<file path="src/rtl/fetch_decode_latch.sv">
// IF/ID pipeline register for the 5-stage core.
// Captures the fetched instruction and its PC+2, exposes decoded source-register
// fields to the hazard unit, holds on hazard stalls, squashes wrong-path fetches
// after a taken branch/jump, blocks further fetches once a HALT has been latched,
// and keeps saturating stall/flush event counters for debug.
//
// Handshake semantics (fetch -> IF/ID -> decode):
//   if_valid marks if_instr/if_pc_inc as a real fetched instruction this cycle.
//   insert_nop acts as the "not ready" from downstream: while it is high (and no
//   flush is present) nothing is consumed, the register holds, and pc_hold tells
//   fetch to keep presenting the same PC. A fetch is consumed on every edge where
//   neither rst, flush, insert_nop, an active squash nor a latched HALT blocks it.
//   fd_valid marks fd_instr as a real, non-squashed instruction for decode.
module fetch_decode_latch #(
    parameter logic [15:0] NOP_INSTR    = 16'h0800,
    parameter int          FLUSH_CYCLES = 1,
    parameter int          CNT_W        = 16
) (
    input  logic             clk,
    input  logic             rst,
    input  logic [15:0]      if_instr,
    input  logic [15:0]      if_pc_inc,
    input  logic             if_valid,
    input  logic             insert_nop,
    input  logic             flush,
    output logic [15:0]      fd_instr,
    output logic [15:0]      fd_pc_inc,
    output logic             fd_valid,
    output logic [4:0]       fd_opcode,
    output logic [2:0]       fd_rs,
    output logic [2:0]       fd_rt,
    output logic             pc_hold,
    output logic             halt_seen,
    output logic [CNT_W-1:0] stall_count,
    output logic [CNT_W-1:0] flush_count
);

    // Opcode that identifies a HALT instruction.
    localparam logic [4:0] HALT_OPCODE = 5'b00000;

    // Number of loads squashed after the flush cycle itself.
    localparam logic [2:0] SQUASH_INIT = 3'(FLUSH_CYCLES - 1);

    // Registered IF/ID state.
    logic [15:0]      instr_q;
    logic [15:0]      pc_inc_q;
    logic             valid_q;
    logic             halt_q;
    logic [2:0]       squash_q;
    logic [CNT_W-1:0] stall_cnt_q;
    logic [CNT_W-1:0] flush_cnt_q;

    // Next-state values.
    logic [15:0]      instr_d;
    logic [15:0]      pc_inc_d;
    logic             valid_d;
    logic             halt_d;
    logic [2:0]       squash_d;
    logic [CNT_W-1:0] stall_cnt_d;
    logic [CNT_W-1:0] flush_cnt_d;

    // Decoded events for this cycle.
    logic             stall_evt;
    logic             squash_active;
    logic [15:0]      load_instr;
    logic             load_is_halt;

    // A stall only counts when a flush is not overriding it.
    assign stall_evt     = insert_nop & ~flush;
    assign squash_active = (squash_q != 3'd0);

    // Invalid fetch slots enter the pipe as the NOP encoding.
    assign load_instr    = if_valid ? if_instr : NOP_INSTR;
    assign load_is_halt  = if_valid & (if_instr[15:11] == HALT_OPCODE);

    // Next-state selection in priority order: flush > stall > squash > halt > load.
    always_comb begin
        instr_d  = instr_q;
        pc_inc_d = pc_inc_q;
        valid_d  = valid_q;
        halt_d   = halt_q;
        squash_d = squash_q;

        if (flush) begin
            // Wrong-path contents, including any HALT, are discarded.
            instr_d  = NOP_INSTR;
            pc_inc_d = 16'h0000;
            valid_d  = 1'b0;
            halt_d   = 1'b0;
            squash_d = SQUASH_INIT;
        end else if (insert_nop) begin
            // Hold everything, including the squash countdown.
            instr_d  = instr_q;
            pc_inc_d = pc_inc_q;
            valid_d  = valid_q;
            halt_d   = halt_q;
            squash_d = squash_q;
        end else if (squash_active) begin
            instr_d  = NOP_INSTR;
            pc_inc_d = 16'h0000;
            valid_d  = 1'b0;
            squash_d = squash_q - 3'd1;
        end else if (halt_q) begin
            // Nothing past a HALT is allowed into decode until a flush.
            instr_d  = NOP_INSTR;
            pc_inc_d = 16'h0000;
            valid_d  = 1'b0;
        end else begin
            instr_d  = load_instr;
            pc_inc_d = if_pc_inc;
            valid_d  = if_valid;
            halt_d   = load_is_halt;
        end
    end

    // Saturating event counters; a flush cycle never counts as a stall.
    always_comb begin
        stall_cnt_d = stall_cnt_q;
        flush_cnt_d = flush_cnt_q;

        if (stall_evt && (stall_cnt_q != {CNT_W{1'b1}})) begin
            stall_cnt_d = stall_cnt_q + 1'b1;
        end

        if (flush && (flush_cnt_q != {CNT_W{1'b1}})) begin
            flush_cnt_d = flush_cnt_q + 1'b1;
        end
    end

    // IF/ID register with synchronous reset overriding every other input.
    always_ff @(posedge clk) begin
        if (rst) begin
            instr_q  <= NOP_INSTR;
            pc_inc_q <= 16'h0000;
            valid_q  <= 1'b0;
            halt_q   <= 1'b0;
            squash_q <= 3'd0;
        end else begin
            instr_q  <= instr_d;
            pc_inc_q <= pc_inc_d;
            valid_q  <= valid_d;
            halt_q   <= halt_d;
            squash_q <= squash_d;
        end
    end

    // Debug counter registers.
    always_ff @(posedge clk) begin
        if (rst) begin
            stall_cnt_q <= '0;
            flush_cnt_q <= '0;
        end else begin
            stall_cnt_q <= stall_cnt_d;
            flush_cnt_q <= flush_cnt_d;
        end
    end

    // Fetch must hold its PC during a stall or once a HALT has been latched.
    assign pc_hold     = ~rst & (stall_evt | halt_q);

    assign fd_instr    = instr_q;
    assign fd_pc_inc   = pc_inc_q;
    assign fd_valid    = valid_q;
    assign halt_seen   = halt_q;
    assign stall_count = stall_cnt_q;
    assign flush_count = flush_cnt_q;

    // Source fields are straight slices so the hazard unit sees them immediately.
    assign fd_opcode   = instr_q[15:11];
    assign fd_rs       = instr_q[10:8];
    assign fd_rt       = instr_q[7:5];

endmodule
</file>
<file path="config.mk">
export PLATFORM = sky130hd
export DESIGN_NAME = fetch_decode_latch
export DESIGN_NICKNAME = d
export VERILOG_FILES = /design/src/rtl/fetch_decode_latch.sv
export SDC_FILE = /design/constraint.sdc
export NUM_CORES = 1
export LEC_CHECK = 0
export ABC_AREA = 1
export BUFFER_PORTS_ARGS = -buffer_cell sky130_fd_sc_hd__buf_2
export CORE_MARGIN = 3
export CORE_UTILIZATION = 40
export CTS_CLUSTER_SIZE = 30
export DETAILED_ROUTE_END_ITERATION = 12
export MAX_ROUTING_LAYER = met4
export PLACE_DENSITY = 0.76
export RECOVER_POWER = 50
export SYNTH_ARGS = -nofsm -noshare
export SYNTH_HDL_FRONTEND = slang
export SYNTH_SLANG_ARGS = --single-unit
</file>
<file path="constraint.sdc">
create_clock -name clk -period 1.2 [get_ports clk]
set_input_delay 0.06 -clock clk [delete_from_list [all_inputs] [get_ports clk]]
set_output_delay 0.06 -clock clk [all_outputs]
set_load 0.05 [all_outputs]
</file>
=== Word level (Yosys, flattened, before mapping) ===
Cells that the tools add are included.

* Register bits: 69
* Input bits: 37
* Output and inout bits: 78
* Logic and storage cells: 35

* Add/sub/neg operators: 3
* Eq/ne operators: 2
* Muxes and demuxes: 8
* Bitwise operators: 8
* Reduce and logical (&&, ||, !) cells: 7

{| class="wikitable"
|+ Operators with widths
! kind !! number
|-
| 16-bit 2-to-1 mux || 5
|-
| 16-bit by 1-bit adder with 16-bit output, second input constant || 2
|-
| 16-bit inequality test, second input constant || 2
|-
| 5-bit zero test || 1
|-
| 1-bit NOT || 4
|-
| 2-bit AND reduction || 2
|-
| 1-bit bitwise AND || 3
|-
| 1-bit 2-to-1 mux || 3
|-
| 3-bit nonzero test || 1
|-
| 3-bit by 1-bit subtractor with 3-bit output, second input constant || 1
|-
| 1-bit logical AND || 2
|-
| 2-bit OR reduction || 1
|-
| 1-bit bitwise OR || 1
|}

=== Depth between registers and ports, before layout ===
Gate-level depths: netlist of the first run.

* Depth after elaboration: 4
* Depth in mapped cells: 9
* Mapped depth without buffers: 9

=== Worst setup path after synthesis of the first run ===
No wires, ideal clock.

* Kind: flip-flop to flip-flop
* From: reg stall_cnt_q[1], in the netlist stall_count[1]
* To: reg stall_cnt_q[13], in the netlist stall_count[13]
* Setup time: 0.117 ns
* Data arrival time: 1.662 ns
* Required time: 1.083 ns
* Setup slack: -0.579 ns
* Stages on the path, launching flop included: 8
* Path buffers: 1
* Period minus slack after synthesis: 1.779 ns
* Path through: dfxtp_1 ha_1 nand2_1 nor2_4 nand4_2 buf_6 a21oi_1 nor2_1

* Longest elaborated chain between the ends: 2
* Elaborated cells on any way between the ends: 3
* Those cells by class: add/sub: 1; eq/ne: 1; reduce/logical: 1

{| class="wikitable"
|+ Ends and longest elaborated chain
! what !! line !! text
|-
| start: declaration || 50 || <nowiki>logic [CNT_W-1:0] stall_cnt_q;</nowiki>
|-
| start signal: assignment || 153 || <nowiki>stall_cnt_q <= stall_cnt_d;</nowiki>
|-
| branches (longest 2 deep; another with 16-bit by 1-bit adder with 16-bit output) || n/a ||
|}

Parallel ways; which one is timed is not known.
A chain may end at the register's enable or synchronous reset.

=== Final worst setup path of the first run ===
* From: reg squash_q[0]
* To: reg pc_inc_q[11], in the netlist fd_pc_inc[11]

* Longest elaborated chain between the ends: 2

{| class="wikitable"
|+ Ends and longest elaborated chain
! what !! line !! text
|-
| start: declaration || 49 || <nowiki>logic [2:0] squash_q;</nowiki>
|-
| start signal: assignment || 143 || <nowiki>squash_q <= squash_d;</nowiki>
|-
| 3-bit nonzero test || 70 || <nowiki>assign squash_active = (squash_q != 3'd0);</nowiki>
|-
| 16-bit 2-to-1 mux || 98 || <nowiki>end else if (squash_active) begin</nowiki>
|-
| end signal: assignment || 140 || <nowiki>pc_inc_q <= pc_inc_d;</nowiki>
|-
| end: declaration || 46 || <nowiki>logic [15:0] pc_inc_q;</nowiki>
|}

No other way between the ends.

==> metrics.md, run 1 <==
| Metric | Value |
|---|---|
| Yosys warns | `0` |
| Post-synthesis register bit count | `69` |
| Congestion Overflow GR | `0` |
| Placed cell count | `slightly above 700` |
| Fraction of the yosys area taken by sequential cells | `0.413` |
| Synthesized-area fraction occupied by adder cells | `0.0150` |
| Syn_nets | `between 500 and 600` |
| Period utilization | `1.22` |
| Worst rel slew slack | `0.693` |
| Critical path peak fanout | `5` |
| Critical Path Sink Type | `flip-flop` |
| Routability cong. | `between 0.8 and 0.9` |
| Max-cap viol count | `0` |
| Synth-to-Final Area Change | `73.7%` |
| Commonest cells after routing, fill and taps aside | `nand2_1, buf_2, buf_4, nor2_1, dfxtp_1` |
| CTS Root Cell | `clkbuf_8` |
| Design Area, Final | `between 5000 and 6000 um2` |
| Total number of vias | `4,058` |
| Number of antenna diodes | `0` |
| Core ar. | `7930 um2` |
| CP Buf/Inv Count | `4` |
| HP Class | `input port to flip-flop` |
| Via density | `5.11` |
| Routed Antenna Nets | `0` |
| Iteration-0 DRC Markers | `196` |
| Max frequency | `between 600 and 700 MHz` |
| Pwr/cell area | `902 nW/um2` |
| Synth Area in Simple Gates | `0.387` |
| Worst vdd ir | `just over 0.8 mV` |
| Final worst setup slack | `-0.266 ns` |
| Initial Utilization | `0.422` |
| Skew-Pair Late Insertion Delay | `0.34 ns` |
| Final min period | `between 1 and 1.5 ns` |
| Layout cells sized above 1 | `0.559` |
| Mapped Cells | `about 470` |
| Post-DP Area | `between 4000 and 5000 um2` |
| Die width | `~97 um` |
| # nets final | `around 730` |
| Final Hold Vio Count | `0` |
| Syn_area_per_cell | `between 7 and 8 um2` |
| H-tree depth | `3` |
| Crit-path cells | `inv_2 -> ha_4 -> inv_2 -> nor2_4 -> nand2_2 -> nor2_4 -> buf_4 -> clkbuf_16 -> nand2_1 -> a21oi_2` |
| Global-route wire length before repair | `approximately 19 mm` |
| Max Slew Vio Count | `0` |
| Die area | `9500 um2` |
| Status | `finished, violations left` |
| Largest family of logic cells by synthesized area | `simple AND/OR/NAND/NOR gates` |
| Fillers | `roughly 570` |
| Failing checks | `negative setup slack` |
| CTS tree | `done` |
| FF+latch area | `about 1500 um2` |
| WL/cell | `between 15 and 20 um` |
| Clock slew at reported path FFs | `0.09 ns` |
| TNS Setup | `-11.75 ns` |
| Clock Skew | `0.00933 ns` |
| IO Count | `approximately 120` |
| Critical path class | `flip-flop to flip-flop` |
| Area taken by multi-input logic gates | `approximately 2200 um2` |
| Commonest non-fill, non-tap cell in the layout | `nand2_1` |
| Final cell count without fillers | `about 790` |
| Mapped Area | `roughly 3300 um2` |
| CP Data Arrival Time | `1.75 ns` |
| HPWL after detailed placement | `7.05 mm` |
| Port Buffer Count | `about 110` |
| Area share of xor/xnor cells in the synthesized design | `0.00262` |
| Routed wire length | `around 12 mm` |
| Total iterations of the first detailed-routing run | `4` |
| Num rows | `32` |
| Post-synthesis compound-gate area fraction | `0.0995` |
| GRT Overall Usage | `0.241` |
| CTS sink count | `just under 70` |
| Measured slew at the worst slew-check pin | `0.460 ns` |
| CP max stage delay | `roughly 0.33 ns` |
| Distinct cell type count after synthesis | `33` |
| Worst Setup Start Kind | `flip-flop` |
| Worst EP required | `approximately 1.5 ns` |
| Max stage delay cell, worst path | `dfxtp_2` |
| Largest net degree at the start of global routing | `33` |
| Die Span Y | `between 90 and 100 um` |
| CTS Buffer Depth | `2` |
| CP delay by family, top | `simple AND/OR/NAND/NOR gates` |
| Leakage power | `approximately 2.5 nW` |
| Initial antenna violation count | `0` |
| Mux share of post-synthesis cell area | `0` |
| DRC viols | `0` |
| Final setup viols | `66` |
| CTS Buf Count | `9` |
| Core Util, Final | `0.733` |
| Flop-to-flop setup slack | `-0.27 ns` |
| Power consumption | `5.25 mW` |
| Vias in the first global route | `between 3,000 and 4,000` |
| RSZ-0062 raised after global routing | `yes` |
## tightest hold or removal path, stage by stage
cell,delay [ns]
buf_2,0.15
nor2_1,0.11
nand2_1,0.09
## report_power, final
part	leakage (nW)	internal, mW	switching (mW)
Sequential	0.584	2.28	0.0376
Combinational	1.83	0.348	0.518
Clock	0.112	1.10	0.958
## metal layers
metal  routed length (um)  track usage  vias up  share of wire
met5                    0            -        -              0
met1                 4800        0.283     1923           0.39
met4                  297       0.0948        0          0.024
li1                     -            -     1943              -
met3                  617       0.0380       32          0.050
met2                 6570        0.414      160           0.53
## registers in the layout, summed over array words and instances, names as in the netlist
register / flops
halt_seen: 1
fd_valid: 1
stall_count: 16
flush_count: 16
fd_pc_inc: 16
squash_q: 3
fd_instr: 16
## synth_stat cells
| cell type | n | area [um2] |
|---|---|---|
| clkbuf_4 | 2 | 15.0 |
| nand2_1 | 130 | 488 |
| nor3_1 | 5 | 25.0 |
| nand4_2 | 2 | 25.0 |
| o21ai_2 | 1 | 8.76 |
| nand4_1 | 2 | 12.5 |
| a21oi_1 | 52 | 260 |
| o22ai_1 | 1 | 6.26 |
| buf_4 | 15 | 113 |
| nand2_4 | 2 | 22.5 |
| nor2_8 | 1 | 20.0 |
| nand2_2 | 3 | 18.8 |
| inv_2 | 3 | 11.3 |
| buf_6 | 1 | 11.3 |
| nand3_1 | 35 | 175 |
| nor2_1 | 69 | 259 |
| o21ai_0 | 8 | 40.0 |
| clkinv_1 | 1 | 3.75 |
| o21ai_1 | 2 | 10.0 |
| xor2_1 | 1 | 8.76 |
| inv_1 | 22 | 82.6 |
| nand3_2 | 3 | 30.0 |
| clkbuf_1 | 7 | 26.3 |
| nor2_4 | 8 | 90.1 |
| and2_1 | 1 | 6.26 |
| dfxtp_1 | 69 | 1380 |
| a211oi_1 | 1 | 7.51 |
| buf_2 | 1 | 5.00 |
| buf_1 | 1 | 3.75 |
| ha_1 | 4 | 50.1 |
| nor2_2 | 16 | 100 |
| inv_4 | 1 | 6.26 |
| nor3b_1 | 3 | 22.5 |
## metrics by stage
stage,hold slack (ns),setup WS (ns)
detailed placement,0.305,-0.244
global route,0.106,-0.342
floorplan,0.119,-0.215
CTS,0.0672,-0.188
global placement,0.300,-0.149
finish,0.0982,-0.266
## cell type report
class	instances	share of cell area
Sequential cell	69	0.256
Inverter	27	0.0187
Timing Repair Buffer	227	0.280
Clock buffer	10	0.0256
Tap cell	102	0.0220
Clock inverter	6	0.0116
Multi-Input combinational cell	353	0.386
## worst paths after layout
kind                                               start                    endpoint  cells after the start
worst max-delay path            squash_q[0]$_SDFFE_PP0P_  fd_pc_inc[11]$_SDFFE_PP0N_                     10
worst min register to register     fd_valid$_SDFFE_PP0N_       fd_valid$_SDFFE_PP0N_                      2
worst min-delay path                                 rst   fd_instr[11]$_SDFFE_PP1N_                      3
worst max register to register  squash_q[0]$_SDFFE_PP0P_  fd_pc_inc[11]$_SDFFE_PP0N_                     10
## cell families after synthesis
group,Yosys count
AND/OR/NAND/NOR,280
flip-flops,69
buffers and inverters,54
XOR/XNOR,1
adder cells (fa/ha/maj),4
AO/OA/AOI/OAI,65
## repair_timing
item,4_1_cts,5_1_grt
setup endpoints to repair,67,72
gates cloned,5,2
setup buffers,8,12
hold buffers,33,0
endpoints found under the hold margin,34,0
pin swaps,13,33
resized for setup,52,65
Power figures use the tool's default switching activity.
==> inputs of run 2 (changes only) <==
--- a/config.mk
+++ b/config.mk
@@ -6,13 +6,15 @@
 export NUM_CORES = 1
 export LEC_CHECK = 0
 export ABC_AREA = 1
-export BUFFER_PORTS_ARGS = -buffer_cell sky130_fd_sc_hd__buf_2
+export CELL_PAD_IN_SITES_DETAIL_PLACEMENT = 1
+export CELL_PAD_IN_SITES_GLOBAL_PLACEMENT = 1
 export CORE_MARGIN = 3
-export CORE_UTILIZATION = 40
+export CORE_UTILIZATION = 39
 export CTS_CLUSTER_SIZE = 30
 export DETAILED_ROUTE_END_ITERATION = 12
+export DONT_BUFFER_PORTS = 1
 export MAX_ROUTING_LAYER = met4
-export PLACE_DENSITY = 0.76
+export PLACE_DENSITY = 0.81
 export RECOVER_POWER = 50
 export SYNTH_ARGS = -nofsm -noshare
 export SYNTH_HDL_FRONTEND = slang
==> run 2 against run 1 <==
  * The flow still finishes with violations (negative setup slack)
  * Worst setup slack worse by 0.25 ns
  * Maximum frequency shrank 15%
  * Sequential cell count unchanged
  * Sequential share of layout area up 0.12 points
  * Design area is 0.45% lower
  * First-iteration DRC count rose by 48%
  * Cell count shrank 5.9%
  * Sequential power hardly changed
  * Hold slack got worse by 0.077 ns
  * Register-to-register slack lost 0.18 ns
  * Largest cell class unchanged
  * Highest routed layer unchanged
==> metrics.md, run 2 (synthesized netlist as in run 1, its figures left out) <==
| Metric | Value |
|---|---|
| Core ar. | `8260 um2 (+4.2%)` |
| HPWL after detailed placement | `8.00 mm (+14%)` |
| Routed wire length | `20.7 mm (+69%)` |
| Critical path peak fanout | `33 (+28)` |
| Initial antenna violation count | `2 (+2)` |
| Largest net degree at the start of global routing | `35 (+6.1%)` |
| CTS tree | `done` |
| DRC viols | `0 (unchanged)` |
| Skew-Pair Late Insertion Delay | `0.36 ns (+0.02 ns)` |
| Final min period | `1.72 ns (+0.253 ns)` |
| Final cell count without fillers | `747 (-5.9%)` |
| Pwr/cell area | `957 nW/um2 (+6.0%)` |
| Routed Antenna Nets | `0 (unchanged)` |
| Commonest non-fill, non-tap cell in the layout | `nand2_1` |
| Die Span Y | `98.6 um (+1.2%)` |
| Final worst setup slack | `-0.519 ns (-0.253 ns)` |
| Iteration-0 DRC Markers | `290 (+48%)` |
| H-tree depth | `3 (unchanged)` |
| Fillers | `937 (+66%)` |
| Total iterations of the first detailed-routing run | `5 (+1)` |
| Congestion Overflow GR | `0 (unchanged)` |
| # nets final | `676 (-7.1%)` |
| Post-DP Area | `4460 um2 (-2.5%)` |
| Failing checks | `negative setup slack` |
| Core Util, Final | `0.701 (-0.0325)` |
| Die area | `9730 um2 (+2.4%)` |
| Total number of vias | `4,457 (+9.8%)` |
| Max Slew Vio Count | `0 (unchanged)` |
| Commonest cells after routing, fill and taps aside | `nand2_1, buf_4, nor2_1, a21oi_2, dlygate4sd3_1` |
| CTS Root Cell | `clkbuf_8` |
| Status | `finished, violations left` |
| Initial Utilization | `0.405 (-0.0169)` |
| Layout cells sized above 1 | `0.547 (-0.0124)` |
| WL/cell | `27.7 um (+79%)` |
| Routability cong. | `0.811 (-3.9%)` |
| Final setup viols | `69 (+4.5%)` |
| Vias in the first global route | `4,718 (+20%)` |
| Num rows | `33 (+3.1%)` |
| Measured slew at the worst slew-check pin | `0.896 ns (+0.436 ns)` |
| FF+latch area | `1490 um2 (unchanged)` |
| Worst EP required | `1.46 ns (-0.02 ns)` |
| Die width | `98.6 um (+1.2%)` |
| Period utilization | `1.43 (+0.211)` |
| Max frequency | `582 MHz (-15%)` |
| Leakage power | `2.37 nW (-6.2%)` |
| Area taken by multi-input logic gates | `2300 um2 (+2.8%)` |
| Synth-to-Final Area Change | `72.9%` |
| Worst vdd ir | `0.632 mV (-23%)` |
| Clock Skew | `0.0115 ns (+0.00214 ns)` |
| Port Buffer Count | `0 (-100%)` |
| Worst Setup Start Kind | `input port` |
| CTS sink count | `69 (unchanged)` |
| Placed cell count | `669 (-7.1%)` |
| IO Count | `115 (unchanged)` |
| Global-route wire length before repair | `25.5 mm (+38%)` |
| CTS Buffer Depth | `2 (unchanged)` |
| RSZ-0062 raised after global routing | `yes` |
| Clock slew at reported path FFs | `0.09 ns (about the same)` |
| CTS Buf Count | `9 (unchanged)` |
| Critical path class | `input port to flip-flop` |
| Via density | `5.97 (+17%)` |
| Max-cap viol count | `0 (unchanged)` |
| Final Hold Vio Count | `0 (unchanged)` |
| Design Area, Final | `5790 um2 (-0.45%)` |
| GRT Overall Usage | `0.347 (+0.106)` |
| CP Data Arrival Time | `1.98 ns (+0.23 ns)` |
| Critical Path Sink Type | `flip-flop` |
| HP Class | `input port to flip-flop` |
| Worst rel slew slack | `0.401 (-0.292)` |
run 2: critical path, cell delays in order:
cell and delay (ns):
dlygate4sd3_1 0.64, nor2_1 0.41, clkinv_1 0.22, buf_4 0.33, a21oi_1 0.29
run 2: layout make-up:
cell class,instances,share of cell area
antenna,2,0.000865
clock buffer,11,0.0281
clock inverter,5,0.0108
inverter,27,0.0188
multi-input combinational,352,0.398
sequential,69,0.257
tap,105,0.0227
timing repair buffer,176,0.263
run 2: metrics by stage:
step / hold slack [ns] / TNS (ns) / worst slack (ns) / power [mW]
finish: 0.0212 / -23.32 / -0.519 / 5.53
global route: 0.0271 / -26.72 / -0.554 / 5.67
CTS: 0.00627 / -11.80 / -0.268 / 5.25
detailed placement: 0.123 / -10.93 / -0.241 / 2.91
global placement: 0.122 / -6.18 / -0.148 / 2.89
floorplan: 0.119 / -6.49 / -0.215 / 2.79
run 2: where the power goes:
| group | leakage (nW) | total, mW | switching, mW | internal [mW] |
|---|---|---|---|---|
| sequential | 0.584 | 2.34 | 0.0512 | 2.28 |
| clock | 0.116 | 2.28 | 1.11 | 1.16 |
| combinational | 1.67 | 0.923 | 0.583 | 0.340 |
run 2: metal layers:
layer / track usage / vias to the layer above / share of wire
met3: 0.0906 / 146 / 0.073
met4: 0.181 / 0 / 0.081
li1: - / 1844 / -
met1: 0.336 / 2145 / 0.33
met5: - / - / 0
met2: 0.631 / 322 / 0.51
run 2: worst paths after layout:
check	slack, ns	to	cells past startpoint	startpoint
worst max-delay path	-0.52	halt_seen$_SDFFE_PP0P_	5	flush
worst min-delay path	0.02	fd_instr[14]$_SDFFE_PP0N_	3	insert_nop
worst max register to register	-0.45	stall_count[11]$_SDFFE_PP0P_	8	stall_count[7]$_SDFFE_PP0P_
worst min register to register	0.50	fd_pc_inc[8]$_SDFFE_PP0N_	2	fd_pc_inc[8]$_SDFFE_PP0N_
run 2: timing repair:
item                       4_1_cts  5_1_grt
setup endpoints to repair       70       72
setup buffers                   15        8
gates resized for setup         73       67
hold endpoints to repair        40        0
pin swaps                       34       28
hold buffers                    36        0
gates cloned                     2        3
==> inputs of run 3 (changes only) <==
--- a/config.mk
+++ b/config.mk
@@ -9,13 +9,13 @@
 export CELL_PAD_IN_SITES_DETAIL_PLACEMENT = 1
 export CELL_PAD_IN_SITES_GLOBAL_PLACEMENT = 1
 export CORE_MARGIN = 3
-export CORE_UTILIZATION = 39
+export CORE_UTILIZATION = 40
 export CTS_CLUSTER_SIZE = 30
 export DETAILED_ROUTE_END_ITERATION = 12
 export DONT_BUFFER_PORTS = 1
 export MAX_ROUTING_LAYER = met4
-export PLACE_DENSITY = 0.81
-export RECOVER_POWER = 50
+export PLACE_DENSITY = 0.8
 export SYNTH_ARGS = -nofsm -noshare
 export SYNTH_HDL_FRONTEND = slang
 export SYNTH_SLANG_ARGS = --single-unit
+export TNS_END_PERCENT = 5
==> constraint.sdc (replaced) <==
create_clock -name clk -period 1.8 [get_ports clk]
set_input_delay 0.09 -clock clk [delete_from_list [all_inputs] [get_ports clk]]
set_output_delay 0.09 -clock clk [all_outputs]
set_load 0.05 [all_outputs]
==> run 3 against run 2 <==
  * Sequential power shrank 30%
  * Critical endpoint is now fd_instr[12]$_SDFFE_PP0N_
  * Global-route usage fell by 12 points
  * Total power down 40%
  * Critical path depth grew 4
  * Cell count down 13%
  * Sequential share of layout area increased by 6.7 points
  * Critical path type is now flip-flop to flip-flop
  * The run now ends clean
  * Clock power is 42% lower
  * Largest cell class unchanged
  * Via count decreased by 25%
  * Clock-buffer cell count decreased by 2
  * First-iteration DRC count decreased by 78%
==> metrics.md, run 3 (synthesized netlist as in run 1, its figures left out) <==
| Metric | Value |
|---|---|
| Status | `complete, no violations` |
| Clock Skew | `0.0110 ns (-0.000432 ns)` |
| Via density | `5.16 (-14%)` |
| Final worst setup slack | `0.169 ns (+0.688 ns)` |
| Fin Hold WS | `0.0378 ns (+0.0166 ns)` |
| Initial Utilization | `0.422 (+0.0169)` |
| Critical Path Sink Type | `flip-flop` |
| WL/cell | `16.1 um (-42%)` |
| Hold Path Origin | `flush` |
| H-tree depth | `3 (unchanged)` |
| CTS Buffer Depth | `2 (unchanged)` |
| Critical path peak fanout | `13 (-61%)` |
| Final min period | `~1.6 ns` |
| Commonest cells after routing, fill and taps aside | `nand2_1, nor2_1, dfxtp_1, a21oi_1, buf_4` |
| P_int | `2.34 mW (-38%)` |
| Most frequent CP cell | `inv_1` |
| Measured slew at the worst slew-check pin | `0.696 ns (-0.200 ns)` |
| # nets final | `584 (-14%)` |
| Crit-path cells | `inv_1 -> ha_1 -> inv_1 -> nor2_1 -> nand2_1 -> nor2_4 -> buf_4 -> nand3_1 -> a21oi_1` |
| Global-route wire length before repair | `17.0 mm (-33%)` |
| Clock slew at reported path FFs | `0.09 ns (about the same)` |
| Iteration-0 DRC Markers | `65 (-78%)` |
| Worst Setup Start Kind | `flip-flop` |
| TNS Setup | `0 ns (+23.32 ns)` |
| Die width | `97.5 um (-1.2%)` |
| Seq pwr share | `0.493 (+0.071)` |
| Commonest non-fill, non-tap cell in the layout | `nand2_1` |
| Number of antenna diodes | `0 (-2)` |
| IO Count | `115 (unchanged)` |
| Net Switching | `0.966 mW (-45%)` |
| Vias in the first global route | `3,629 (-23%)` |
| Layout cells sized above 1 | `0.197 (-0.350)` |
| Critical path class | `flip-flop to flip-flop` |
| Worst rel slew slack | `0.535 (+0.134)` |
| GRT Overall Usage | `0.224 (-0.123)` |
| Die Span Y | `97.5 um (-1.2%)` |
| CTS Root Cell | `clkbuf_8` |
| Largest net degree at the start of global routing | `35 (unchanged)` |
| CP max stage delay | `0.33 ns (-0.31 ns)` |
| CTS Buf Count | `9 (unchanged)` |
| Num rows | `32 (-3.0%)` |
| Congestion Overflow GR | `0 (unchanged)` |
| Reg-to-Reg Start | `squash_q[0]$_SDFFE_PP0P_` |
| Total iterations of the first detailed-routing run | `4 (-1)` |
| CTS tree | `done` |
| Final setup viols | `0 (-100%)` |
| HPWL after detailed placement | `6.96 mm (-13%)` |
| Initial antenna violation count | `0 (-2)` |
| Final Hold Vio Count | `0 (unchanged)` |
| Synth-to-Final Area Change | `27.5%` |
| Fillers | `1,003 (+7.0%)` |
| Clock share of power | `0.403 (-0.008)` |
| Max frequency | `just over 600 MHz` |
| Total number of vias | `3,352 (-25%)` |
| Period utilization | `0.906` |
| CTS sink count | `69 (unchanged)` |
| Max stage delay cell, worst path | `dfxtp_1` |
| CP Data Arrival Time | `1.90 ns (-0.08 ns)` |
| Placed cell count | `598 (-11%)` |
| Final cell count without fillers | `650 (-13%)` |
| Die area | `9500 um2 (-2.3%)` |
| Dpl ws | `0.178 ns (+0.420 ns)` |
| Max-cap viol count | `0 (unchanged)` |
| Leakage power | `1.69 nW (-29%)` |
| Max Slew Vio Count | `0 (unchanged)` |
| Port Buffer Count | `0 (unchanged)` |
| Worst EP required | `2.07 ns (+0.61 ns)` |
| CP startpoint | `squash_q[0]$_SDFFE_PP0P_` |
| Pwr/cell area | `775 nW/um2 (-19%)` |
| Routed wire length | `10.4 mm (-50%)` |
| Skew-Pair Late Insertion Delay | `0.35 ns (about the same)` |
| Core ar. | `7930 um2 (-4.0%)` |
| Worst vdd ir | `0.437 mV (-31%)` |
| Routed Antenna Nets | `0 (unchanged)` |
| RSZ-0062 raised after global routing | `no` |
| DRC viols | `0 (unchanged)` |
| Routability cong. | `0.831 (+2.6%)` |
| Comb power frac | `0.104 (-0.063)` |
| Switching Share | `0.292 (-0.0237)` |
| Core Util, Final | `0.538 (-0.162)` |
| HP Class | `input port to flip-flop` |
-- run 3: power groups by stage --
stage / clock network [mW] / logic, mW / registers [mW]
2_1_floorplan: 0 / 0.170 / 1.71
3_3_place_gp: 0 / 0.241 / 1.66
3_5_place_dp: 0 / 0.249 / 1.66
4_1_cts: 1.36 / 0.337 / 1.63
5_1_grt: 1.43 / 0.377 / 1.63
6_report: 1.33 / 0.345 / 1.63
-- run 3: through the flow --
stage	area, um2	power [mW]
4_1_cts	4250	3.32
3_5_place_dp	3670	1.91
3_3_place_gp	3670	1.90
5_1_grt	4270	3.44
6_report	4270	3.31
2_1_floorplan	3350	1.88
-- run 3: worst max-delay path: cells and delay by family (launching register included) --
family / cells / cell delay (ns)
compound gates: 1 / 0.20
fa+ha+maj: 1 / 0.16
simple gates: 4 / 0.51
flops: 1 / 0.33
buf+inv: 3 / 0.35
-- run 3: layout make-up --
| type | count | area [um2] | share of cell area |
|---|---|---|---|
| multi-input cells | 350 | 1700 | 0.398 |
| well taps | 102 | 128 | 0.0299 |
| clock inverters | 7 | 81.3 | 0.0191 |
| repair buffers | 86 | 749 | 0.176 |
| clock buffers | 9 | 124 | 0.0290 |
| inverters | 27 | 104 | 0.0243 |
| flip-flops and latches | 69 | 1380 | 0.324 |
-- run 3: routing by layer --
| metal | GRT usage | vias up | share of wire |
|---|---|---|---|
| li1 | - | 1649 | - |
| met1 | 0.242 | 1586 | 0.40 |
| met2 | 0.395 | 103 | 0.52 |
| met3 | 0.0574 | 14 | 0.063 |
| met4 | 0.0809 | 0 | 0.017 |
| met5 | - | - | 0 |
-- run 3: repair_timing --
item,4_1_cts,5_1_grt
buffers inserted,0,0
hold endpoints to repair,39,0
gates resized for setup,0,3
endpoints found under the setup margin,0,3
hold buffers,36,0
-- run 3: worst paths after layout --
path,end,slack [ns],cells past startpoint
setup reg to reg,fd_instr[12]$_SDFFE_PP0N_,0.17,9
hold reg to reg,fd_instr[6]$_SDFFE_PP0N_,0.47,2
setup / recovery,fd_instr[12]$_SDFFE_PP0N_,0.17,9
hold / removal,flush_count[2]$_SDFFE_PP0P_,0.04,4
